[src/rtl/decode_stage.sv]
// decode_stage: decodes one instruction at a time, fetches up to two vector sources
// over the register-file read port and issues one packet to execute.
// Optional build macro DECODE_ILLEGAL_TRAP_EN: illegal opcodes issue a TRAP packet.
module decode_stage #(
    parameter int NUM_LANES = 8,
    parameter int WORD_W    = 32,
    parameter int ADDR_W    = 32,
    parameter int REG_ID_W  = 5
) (
    input  logic                        clk,
    input  logic                        reset_n,
    input  logic                        fetch_valid,
    output logic                        fetch_ready,
    input  logic [31:0]                 fetch_instr,
    input  logic [ADDR_W-1:0]           fetch_pc,
    input  logic [NUM_LANES-1:0]        fetch_mask,
    input  logic                        flush,
    output logic                        rf_rd_req,
    output logic [REG_ID_W-1:0]         rf_rd_id,
    input  logic                        rf_rd_valid,
    input  logic [NUM_LANES*WORD_W-1:0] rf_rd_data,
    input  logic                        dx_is_busy,
    output logic                        dx_send,
    output logic [2:0]                  dx_kind,
    output logic [NUM_LANES-1:0]        dx_exec_mask,
    output logic [ADDR_W-1:0]           dx_pc,
    output logic [5:0]                  dx_opcode,
    output logic [REG_ID_W-1:0]         dx_value0_reg,
    output logic [NUM_LANES*WORD_W-1:0] dx_value0_vec,
    output logic [NUM_LANES*WORD_W-1:0] dx_value1,
    output logic [NUM_LANES*WORD_W-1:0] dx_value2,
    output logic                        illegal_seen
);

    localparam int VEC_W = NUM_LANES * WORD_W;

    localparam logic [2:0] K_REQ0     = 3'd0;
    localparam logic [2:0] K_REQ1     = 3'd1;
    localparam logic [2:0] K_REQ2_REG = 3'd2;
    localparam logic [2:0] K_REQ2_VEC = 3'd3;
    localparam logic [2:0] K_REQ3_REG = 3'd4;
    localparam logic [2:0] K_REQ3_VEC = 3'd5;

    typedef enum logic [2:0] {IDLE, READ_A, WAIT_A, READ_B, WAIT_B, ISSUE} state_t;

    state_t              state, state_next;
    logic [5:0]          op;
    logic [2:0]          dec_kind;
    logic                dec_legal, dec_need_a, dec_need_b;
    logic [VEC_W-1:0]    imm_v;
    logic [REG_ID_W-1:0] src_a, src_b;
    logic                need_b;
    logic                accept, cap_a, cap_b;

    function automatic logic [VEC_W-1:0] imm_vec(input logic [10:0] imm11);
        logic signed [WORD_W-1:0] word;
        word = WORD_W'($signed(imm11));
        return {NUM_LANES{word}};
    endfunction

    assign op    = fetch_instr[31:26];
    assign imm_v = imm_vec(fetch_instr[10:0]);

    always_comb begin
        dec_kind   = K_REQ0;
        dec_legal  = 1'b1;
        dec_need_a = 1'b0;
        dec_need_b = 1'b0;
        case (op)
            6'h00, 6'h01: dec_kind = K_REQ0;
            6'h06:        dec_kind = K_REQ1;
            6'h02:        dec_kind = K_REQ2_REG;
            6'h05: begin
                dec_kind   = K_REQ2_VEC;
                dec_need_a = 1'b1;
                dec_need_b = 1'b1;
            end
            6'h03, 6'h04: begin
                dec_kind   = K_REQ3_REG;
                dec_need_a = 1'b1;
                dec_need_b = 1'b1;
            end
            6'h07: begin
                dec_kind   = K_REQ3_VEC;
                dec_need_a = 1'b1;
                dec_need_b = 1'b1;
            end
            default: dec_legal = 1'b0;
        endcase
    end

    always_ff @(posedge clk or negedge reset_n) begin
        if (!reset_n) state <= IDLE;
        else          state <= state_next;
    end

    always_comb begin
        state_next  = state;
        fetch_ready = 1'b0;
        rf_rd_req   = 1'b0;
        rf_rd_id    = '0;
        dx_send     = 1'b0;
        accept      = 1'b0;
        cap_a       = 1'b0;
        cap_b       = 1'b0;
        case (state)
            IDLE: begin
                fetch_ready = reset_n && !flush;
                if (fetch_valid && fetch_ready) begin
                    accept = 1'b1;
                    if (!dec_legal) begin
`ifdef DECODE_ILLEGAL_TRAP_EN
                        state_next = ISSUE;
`else
                        state_next = IDLE;
`endif
                    end else begin
                        state_next = dec_need_a ? READ_A : ISSUE;
                    end
                end
            end
            READ_A: begin
                rf_rd_req  = 1'b1;
                rf_rd_id   = src_a;
                state_next = WAIT_A;
            end
            WAIT_A: if (rf_rd_valid) begin
                cap_a      = 1'b1;
                state_next = need_b ? READ_B : ISSUE;
            end
            READ_B: begin
                rf_rd_req  = 1'b1;
                rf_rd_id   = src_b;
                state_next = WAIT_B;
            end
            WAIT_B: if (rf_rd_valid) begin
                cap_b      = 1'b1;
                state_next = ISSUE;
            end
            ISSUE: if (!dx_is_busy) begin
                dx_send    = 1'b1;
                state_next = IDLE;
            end
            default: state_next = IDLE;
        endcase
        // A redirect wins over everything in flight, including the issue strobe.
        if (flush && state != IDLE) begin
            state_next = IDLE;
            rf_rd_req  = 1'b0;
            rf_rd_id   = '0;
            dx_send    = 1'b0;
            cap_a      = 1'b0;
            cap_b      = 1'b0;
        end
    end

    always_ff @(posedge clk or negedge reset_n) begin
        if (!reset_n) begin
            src_a         <= '0;
            src_b         <= '0;
            need_b        <= 1'b0;
            illegal_seen  <= 1'b0;
            dx_kind       <= K_REQ0;
            dx_opcode     <= '0;
            dx_pc         <= '0;
            dx_exec_mask  <= '0;
            dx_value0_reg <= '0;
            dx_value0_vec <= '0;
            dx_value1     <= '0;
            dx_value2     <= '0;
        end else begin
            if (accept) begin
                src_a  <= REG_ID_W'(fetch_instr[20:16]);
                src_b  <= REG_ID_W'(fetch_instr[15:11]);
                need_b <= dec_need_b;
                if (dec_legal) begin
                    dx_kind       <= dec_kind;
                    dx_opcode     <= op;
                    dx_pc         <= fetch_pc;
                    dx_exec_mask  <= fetch_mask;
                    dx_value0_reg <= (dec_kind == K_REQ2_REG || dec_kind == K_REQ3_REG)
                                     ? REG_ID_W'(fetch_instr[25:21]) : '0;
                    dx_value0_vec <= (dec_kind == K_REQ1) ? imm_v : '0;
                    dx_value1     <= (dec_kind == K_REQ2_REG) ? imm_v : '0;
                    dx_value2     <= (dec_kind == K_REQ3_VEC) ? imm_v : '0;
                end else begin
                    illegal_seen <= 1'b1;
`ifdef DECODE_ILLEGAL_TRAP_EN
                    dx_kind       <= K_REQ0;
                    dx_opcode     <= 6'h3F;
                    dx_pc         <= fetch_pc;
                    dx_exec_mask  <= fetch_mask;
                    dx_value0_reg <= '0;
                    dx_value0_vec <= '0;
                    dx_value1     <= '0;
                    dx_value2     <= '0;
`endif
                end
            end
            // Register-form ops put srcA/srcB in value1/value2; vector-form ops in value0/value1.
            if (cap_a) begin
                if (dx_kind == K_REQ3_REG) dx_value1     <= rf_rd_data;
                else                       dx_value0_vec <= rf_rd_data;
            end
            if (cap_b) begin
                if (dx_kind == K_REQ3_REG) dx_value2 <= rf_rd_data;
                else                       dx_value1 <= rf_rd_data;
            end
        end
    end

endmodule

[config.mk]
export PLATFORM = sky130hd
export DESIGN_NAME = decode_stage
export DESIGN_NICKNAME = d
export VERILOG_FILES = /design/src/rtl/decode_stage.sv
export SDC_FILE = /design/constraint.sdc
export NUM_CORES = 2
export LEC_CHECK = 0
export ABC_AREA = 0
export BUFFER_PORTS_ARGS = -buffer_cell sky130_fd_sc_hd__buf_2
export CORE_AREA = 2 2 459 461
export DETAILED_ROUTE_END_ITERATION = 7
export DIE_AREA = 0 0 461 463
export PLACE_DENSITY = 0.46
export RECOVER_POWER = 100
export SLEW_MARGIN = 25
export SYNTH_ARGS = -nofsm -noshare
export SYNTH_HDL_FRONTEND = slang
export SYNTH_SLANG_ARGS = --single-unit
[constraint.sdc]
create_clock -name clk -period 5.9 [get_ports clk]
set_clock_uncertainty 0.2 [all_clocks]
set_input_delay 1.18 -clock clk [delete_from_list [all_inputs] [get_ports clk]]
set_output_delay 1.18 -clock clk [all_outputs]
set_load 0.005 [all_outputs]
==> qor.yml <==
status:
  status: "complete, but fails checks"
  violations: "max-capacitance violations, max-slew violations"
global_route:
  use_met1: 0.216
  antenna_found_initial: 101
  grt_overflow: 0
  grt_pass1_vias: 32200
  grt_use_total: 0.180
  grt_use_met3: 0.0582
  grt_pass1_wl_um: 271000
  grt_max_degree: 149
  grtUsageMet2: 0.298
  top_usage_layer: "met2"
timing:
  drv_slew: 307
  setup_viol_count_final: 0
  worst_pin_slew_ns: 3.23
  slew_headroom: -1.16
  finalHoldViolations: 0
  min_period_over_period: 0.774
  post-route-min-period_ns: 4.56
  max_freq_mhz: 219
  final.setup.tns_ns: 0
  grt_setup_unrepaired: "no"
place:
  gp_congestion: 0.862
  place_inst: 7508
  place_hpwl_um: 148000
  io_buffers: 1164
final_layout:
  drive_gt1_frac: 0.171
  n_fill_cell: 23300
  instances_no_fill: 7725
  multiInputGateArea_um2: 12900
  finalNetCount: 5140
  ff_latch_area_um2: 20900
  area_growth_pct: 32.0
  reg_top3: "dx_value0_vec (256), dx_value1 (256), dx_value2 (256)"
clock_network:
  cts_htree_levels: 3
  tritoncts: "built"
  ctsHoldBuffers: 0
  clk_latency_ns: 0.76
  cts.sink_count: 837
  cts_buffers: 101
  cts_buffer_depth: 3
  clkTransAtPathRegs_ns: 0.06
  cts-root-buf: "clkbuf_16"
  cts.repair.resized: 0
  post-cts-setup-buffers: 0
detailed_routing:
  wl_per_cell_um: 25.7
  ant_nets: 0
  wl_um: 198000
  vias: 33100
  drcViolationCount: 0
  viasPerCell: 4.28
  drt_iter0_drc: 2442
  dr.pass1.iters: 6
setup_path:
  crit_path_end_kind: "register"
  worst_r2r_endpoint: "dx_value2[41]"
  arrival_ns: 4.92
  cp_max_fo: 21
  worstPathRequired_ns: 6.25
  worstRegToRegCells: 6
  r2r_setup_slack_ns: 1.34
  worstSetupPathType: "register to register"
  path_cells: "nor4_1 > clkbuf_1 > nand3_1 > clkbuf_1 > a21oi_1 > a21oi_1"
  regToRegStartpoint: "state[1]"
  cp-start-kind: "register"
  slowest_stage: "nand3_1"
  critical-path-max-stage-delay_ns: 0.91
yosys:
  netlist_instances: 3760
  syn-mean-instance-area_um2: 9.63
  syn_area_um2: 36200
  seq_area_frac_synth: 0.578
  ys_ff_latch: 837
  yosys_warnings: 0
  yosysUniqueCellTypes: 42
  synth_ff_type: "dfrtp_1"
  synth_edf_count: 0
  synthArstFlopShare: 1.00
  syn-num-nets: 4094
power_and_ir_drop:
  leakage_nw: 23.5
  internal-power_mw: 14.4
  p_comb_frac: 0.296
  swShare: 0.356
  p_total_mw: 22.4
  peakVddDrop_mv: 0.273
  seq_power_share: 0.419
  pwr-share-clk: 0.285
  switchingPower_mw: 7.98
  p_per_area_nw_per_um2: 468
flow_run:
  maxCapViolCount: 4
floorplan:
  pin_count: 1165
  die_w_um: 461
  start_util: 0.174
  fp.dieH_um: 463
  core_area_um2: 209000
  rows: 168
  die_area_um2: 213000
hold_path:
  hold_class: "input port to async pin"
## per-stage QoR
stage | cell area, um^2 | utilization | hold WS [ns] | setup WS [ns]
after global placement | 45300 | 0.217 | 0.247 | 1.57
after detailed placement | 45300 | 0.217 | 0.251 | 1.78
after global routing | 47700 | 0.229 | 0.118 | 0.970
after CTS | 48700 | 0.233 | 0.0749 | 1.91
after floorplan | 36200 | - | 0.251 | 2.41
final | 47800 | 0.229 | 0.149 | 1.34
## per-layer routing
layer / routed length (um) / vias to the layer above / share of wire
met1: 78900 / 16400 / 0.40
met4: 7620 / 54 / 0.038
met5: 349 / - / 0.0018
met3: 18200 / 353 / 0.091
li1: - / 14900 / -
met2: 93400 / 1399 / 0.47
## how the worst max path moves through the flow
stage,start,endpoint,slack [ns],cells past startpoint
finish,state[1],dx_value2[41],1.34,6
global route,state[1],dx_value2[41],0.97,6
CTS,state[2],rf_rd_id[0],1.91,4
detailed placement,fetch_instr[29],dx_value1[98],1.78,7
global placement,fetch_instr[29],dx_value1[34],1.57,7
floorplan,flush,fetch_ready,2.41,4
## critical path, delay by kind of cell (launching register included)
family | cells | cell delay (ns)
simple gates | 2 | 1.57
buf+inv | 2 | 1.38
flops | 1 | 0.74
compound gates | 2 | 0.43
## Yosys cell counts (8+ instances only)
cell type / number / area share
dfrtp_1: 837 / 0.58
a21oi_1: 1153 / 0.16
mux2i_1: 182 / 0.050
buf_4: 23 / 0.0048
nor4bb_1: 10 / 0.0028
mux2_2: 91 / 0.028
nor4_4: 20 / 0.012
nand2_1: 170 / 0.018
buf_2: 66 / 0.0091
clkbuf_1: 231 / 0.024
nand4b_1: 9 / 0.0022
nand3_1: 8 / 0.0011
a31oi_1: 25 / 0.0043
inv_1: 258 / 0.027
nand4_1: 23 / 0.0040
o21ai_0: 89 / 0.012
nor2_1: 523 / 0.054
## layout by cell type, fill, tap and decap left out, types with 23 or more instances in the layout
cell / netlist / routed
a21oi_1: 1153 / 1153
inv_1: 258 / 258
mux2_2: 91 / 87
buf_12: 0 / 26
buf_4: 23 / 65
a31oi_1: 25 / 25
nand2_1: 170 / 169
clkbuf_1: 231 / 724
diode_2: 0 / 33
buf_2: 66 / 467
mux2i_1: 182 / 182
clkbuf_16: 0 / 101
nand4_1: 23 / 23
dfrtp_1: 837 / 837
o21ai_0: 89 / 89
nor2_1: 523 / 523
## kinds of logic (layout without fill, tap and decap cells)
logic type,after synthesis,count (layout),synth area share
AOI/OAI and AO/OA,1277,1277,0.178
other,0,33,0
DFF,837,837,0.578
muxes,273,273,0.0786
and+or+nand+nor,793,793,0.100
buffers and inverters,580,1707,0.0648
## power by group through the flow
stage	combinational, mW	sequential (mW)	clock, mW
floorplan	2.85	9.45	0
global placement	7.18	9.27	0
detailed placement	7.25	9.37	0
CTS	7.26	9.30	6.58
global route	7.35	9.64	6.80
finish	6.63	9.38	6.38
## final cells by class
cell class	instances	area share
Antenna cell	33	0.00173
Clock buffer	146	0.0602
Clock inverter	38	0.00971
Inverter	258	0.0203
Multi-Input combinational cell	2343	0.270
Sequential cell	837	0.438
Tap cell	2805	0.0734
Timing Repair Buffer	1265	0.126
Power figures use the tool's default switching activity.
